$ cat src/rtl/soc_sysinfo.sv
// System information block: ID, build timestamp, scratch words and an optional
// 64-bit uptime counter with OVF status, compiled in by SOC_SYSINFO_UPTIME_EN.
module soc_sysinfo #(
    parameter logic [31:0] ID_VALUE    = 32'h0000_1000,
    parameter logic [31:0] TIMESTAMP   = 32'h0000_0000,
    parameter int unsigned NUM_SCRATCH = 2
) (
    input  logic        clock,
    input  logic        reset_n,
    input  logic [3:0]  address,
    input  logic        read,
    input  logic        write,
    input  logic [31:0] writedata,
    output logic [31:0] readdata,
    output logic        readdatavalid
);

    localparam logic [3:0] ADDR_ID     = 4'd0;
    localparam logic [3:0] ADDR_TS     = 4'd1;
    localparam logic [3:0] ADDR_UP_LO  = 4'd2;
    localparam logic [3:0] ADDR_UP_HI  = 4'd3;
    localparam logic [3:0] ADDR_CTRL   = 4'd4;
    localparam logic [3:0] ADDR_STATUS = 4'd5;
    localparam int unsigned SCRATCH_BASE = 6;

    logic [31:0] scratch [NUM_SCRATCH];
    logic [31:0] rd_word;

`ifdef SOC_SYSINFO_UPTIME_EN
    logic [63:0] uptime;
    logic [31:0] uptime_hi_shadow;
    logic        freeze;
    logic        ovf;
    logic        clear_hit;
    logic        wrap;
    logic        ovf_w1c;

    assign clear_hit = write && (address == ADDR_CTRL) && writedata[0];
    // Wrap only counts when the counter actually advances; a clear suppresses it.
    assign wrap      = !freeze && !clear_hit && (uptime == '1);
    assign ovf_w1c   = write && (address == ADDR_STATUS) && writedata[0];

    always_ff @(posedge clock or negedge reset_n) begin
        if (!reset_n) begin
            uptime           <= '0;
            uptime_hi_shadow <= '0;
            freeze           <= 1'b0;
            ovf              <= 1'b0;
        end else begin
            if (clear_hit) begin
                uptime <= '0;
            end else if (!freeze) begin
                uptime <= uptime + 64'd1;
            end
            if (write && (address == ADDR_CTRL)) begin
                freeze <= writedata[1];
            end
            if (read && (address == ADDR_UP_LO)) begin
                uptime_hi_shadow <= uptime[63:32];
            end
            if (wrap) begin
                ovf <= 1'b1;
            end else if (ovf_w1c) begin
                ovf <= 1'b0;
            end
        end
    end
`endif

    // Mux reads pre-edge state, so a same-cycle write is not visible in the read.
    always_comb begin
        rd_word = '0;
        case (address)
            ADDR_ID:     rd_word = ID_VALUE;
            ADDR_TS:     rd_word = TIMESTAMP;
`ifdef SOC_SYSINFO_UPTIME_EN
            ADDR_UP_LO:  rd_word = uptime[31:0];
            ADDR_UP_HI:  rd_word = uptime_hi_shadow;
            ADDR_CTRL:   rd_word = {30'd0, freeze, 1'b0};
            ADDR_STATUS: rd_word = {31'd0, ovf};
`endif
            default: begin
                for (int unsigned i = 0; i < NUM_SCRATCH; i++) begin
                    if (address == 4'(SCRATCH_BASE + i)) begin
                        rd_word = scratch[i];
                    end
                end
            end
        endcase
    end

    always_ff @(posedge clock or negedge reset_n) begin
        if (!reset_n) begin
            for (int unsigned i = 0; i < NUM_SCRATCH; i++) begin
                scratch[i] <= '0;
            end
        end else if (write) begin
            for (int unsigned i = 0; i < NUM_SCRATCH; i++) begin
                if (address == 4'(SCRATCH_BASE + i)) begin
                    scratch[i] <= writedata;
                end
            end
        end
    end

    always_ff @(posedge clock or negedge reset_n) begin
        if (!reset_n) begin
            readdata      <= '0;
            readdatavalid <= 1'b0;
        end else begin
            readdatavalid <= read;
            if (read) begin
                readdata <= rd_word;
            end
        end
    end

endmodule

$ cat config.mk
export PLATFORM = sky130hd
export DESIGN_NAME = soc_sysinfo
export DESIGN_NICKNAME = d
export VERILOG_FILES = /design/src/rtl/soc_sysinfo.sv
export SDC_FILE = /design/constraint.sdc
export NUM_CORES = 1
export LEC_CHECK = 0
export CAP_MARGIN = 15
export CORE_ASPECT_RATIO = 1.4
export CORE_MARGIN = 2
export CORE_UTILIZATION = 45
export CTS_BUF_LIST = sky130_fd_sc_hd__clkbuf_8
export DETAILED_ROUTE_END_ITERATION = 16
export PLACE_DENSITY = 0.81
export SYNTH_ARGS = -nofsm -noshare
export SYNTH_HDL_FRONTEND = slang
export SYNTH_SLANG_ARGS = --single-unit
$ cat constraint.sdc
create_clock -name clock -period 3.01 [get_ports clock]
set_input_delay 0.301 -clock clock [delete_from_list [all_inputs] [get_ports clock]]
set_output_delay 0.301 -clock clock [all_outputs]
set_load 0.02 [all_outputs]
==> results by group <==
Status
  – Status: finished, final reports clean

STA
  – Final TNS setup: 0 ps
  – Slew headroom: around 56%
  – Setup Viol. Count Final: 0
  – Max Slew Vio Count: 0
  – Max Freq: between 0.5 and 0.6 GHz
  – Final worst setup slack: ~1100 ps
  – Final Skew: 9.28 ps
  – Worst-margin pin slew: around 670 ps
  – RSZ-0062 raised after global routing: false
  – Hold Vio Cnt, Final: 0
  – Period Utilization, post-route: 62.8%
  – Final min period: between 1500 and 2000 ps

Critical path
  – Worst Path Arrival: between 2000 and 2500 ps
  – Startpoint Class: input port
  – Worst-path fanout max: 21
  – Crit Path Category: in2reg
  – Worst Path Required: roughly 3300 ps
  – Crit end category: flop

Routing
  – Routed Antenna Nets: 0
  – Residual DRC: 0
  – DR pass1 iterations: 4
  – Vias post-DR: ~2400
  – Iter 0 DRT Violations: between 150 and 200
  – Routed WL per cell: between 15 and 20 um
  – WL final: about 8 mm
  – Via/cell ratio: about 5.2

Final layout
  – Fillers: around 740
  – Layout area overhead: 24.6%
  – Layout cell share with drive strength beyond 1: between 20% and 30%
  – Final core utilization: between 50% and 60%
  – Finished Layout Cells: 466
  – Nets: 394
  – N_diodes: 0

GRT
  – Total GRT Usage: between 15 and 20%
  – Initial antenna violation count: 0
  – Vias in the first global route: between 2000 and 3000
  – Largest net degree at the start of global routing: 53
  – Global-route wire length before repair: 13.0 mm
  – Grt total ovfl: 0

Logic synthesis
  – Register area share after synthesis: 59.2%
  – Syn Std Cell Area: between 4000 and 5000 um^2
  – Most common cell in the synthesized netlist: dfrtp_1
  – Ys async rst share: 100%
  – Synth cell types: 19
  – Synthesized area per cell: between 10 and 15 um^2
  – Yosys reg bits: 97
  – Largest area contributor in the netlist: dfrtp_1
  – Yosys top cell area share: 59.2%
  – Cell count after synthesis: ~280
  – Syn nets: between 300 and 400
  – Synth area leaders: dfrtp_1 (59%), mux2_4 (11%), mux2_2 (9.1%)
  – Most used flip-flop cell after synthesis: dfrtp_1
  – Synth top cells by count: dfrtp_1 (97), mux2_2 (33), inv_1 (32), mux2i_1 (32), o22ai_1 (31)
  – Yosys warns: 0
  – EDFF count, synth: 0

Pwr
  – Pwr Density: 590 nW/um^2
  – P_leak: approximately 2.3 nW
  – Sw Share: between 20% and 30%
  – Psw: around 0.00074 W
  – P_int: 0.00227 W
  – Peak supply drop: roughly 0.32 mV
  – Part of the power in registers: a little over half
  – Total power: around 0.003 W
  – Combinational power share: a little under a fifth
  – Clock Power Share: between 20% and 30%

Placement
  – Buffers added on ports: roughly 70
  – Pre-CTS WS: approximately 310 ps
  – RD Place Congestion: approximately 0.74
  – Hpwl dp: between 5 and 6 mm
  – Placed Instances: 448

Clocking
  – Clock slew at reported path FFs: about 80 ps
  – Clk_lat worst skew: 360 ps
  – CTS tree: yes
  – Clock Sinks: slightly below 100
  – CTS Buffer Depth: 2
  – Post-CTS Setup Bufs: 0
  – CTS Buf Count: 9
  – H-tree depth: 3
  – Clock Tree Root: clkbuf_8

Die
  – Core Area: slightly below 9000 um^2
  – Initial core utilization: between 40% and 50%
  – Die ar.: 9900 um^2
  – Site Rows: 41
  – Die X: 84.7 um
  – Io pins: 73
  – Die H: roughly 120 um

Hold path
  – Worst min-delay path category: in2reg

Run
  – Max Cap Viol: 0
## cell usage in the layout, fill, tap and decap left out, types with 2 or more instances in the layout
cell / netlist / final
dfrtp_1: 97 / 97
clkdlybuf4s50_1: 0 / 70
inv_1: 32 / 34
mux2_2: 33 / 33
mux2i_1: 32 / 32
o22ai_1: 31 / 31
mux2_4: 30 / 30
clkbuf_8: 0 / 13
buf_4: 1 / 4
mux2_1: 2 / 2
buf_12: 3 / 2
## sequential cells by signal, indices dropped and copies added (netlist names)
register       count
readdata          32
readdatavalid      1
scratch           64
## power groups by stage
stage                     registers [W]  logic [W]  clock network (W)
final                           0.00164   0.000573           0.000801
after global routing            0.00167   0.000624           0.000877
after CTS                       0.00164   0.000581           0.000827
after detailed placement        0.00167   0.000576                  0
after global placement          0.00165   0.000554                  0
after floorplan                 0.00166   0.000358                  0
## worst paths after layout
path | startpoint | end | slack [ps] | cells after the start
min in group asynchronous | reset_n | readdata[16] | 500 | 2
max in group asynchronous | reset_n | scratch[18] | 1810 | 3
setup / recovery | address[2] | scratch[33] | 1120 | 5
hold reg to reg | scratch[6] | scratch[6] | 500 | 1
setup reg to reg | scratch[44] | readdata[12] | 1950 | 3
hold / removal | address[0] | readdata[12] | 380 | 4
## layer usage
metal / track usage [%] / part of all wire [%] / up-vias
met4: 11.0 / 3.5 / 0
li1: - / - / 1130
met5: 0 / 0 / -
met2: 27.3 / 49 / 57
met1: 21.9 / 44 / 1241
met3: 2.73 / 3.4 / 18
## per-stage QoR
stage	hold slack [ps]	instance area, um^2
after CTS	373	5080
after global placement	363	4870
after detailed placement	375	4870
after global routing	406	5110
after floorplan	5.41	4100
final	384	5110
## area by class of cell
| class | count | area [um^2] | share of cell area [%] |
|---|---|---|---|
| sequential | 97 | 2430 | 47.5 |
| timing repair buffer | 79 | 813 | 15.9 |
| tap | 107 | 134 | 2.62 |
| inverter | 32 | 120 | 2.35 |
| clock inverter | 3 | 15.0 | 0.294 |
| clock buffer | 13 | 179 | 3.50 |
| multi-input combinational | 135 | 1420 | 27.8 |
## kinds of logic after synthesis
logic type	Yosys count	synth area share, %
DFF	97	59.2
muxes	97	28.4
AOI/OAI and AO/OA	33	5.01
buffers and inverters	50	6.23
and+or+nand+nor	5	1.13
## critical path: stages
cell and delay [ps]:
clkdlybuf4s50_1 500, nor2b_4 180, and4b_2 550, buf_12 270
mux2_4 320
## repair_timing
action / in CTS / in global routing
hold buffers: 1 / 0
gates resized for setup: 0 / 0
endpoints found under the hold margin: 50 / 0
No activity file was read; power rests on OpenSTA's default activity.
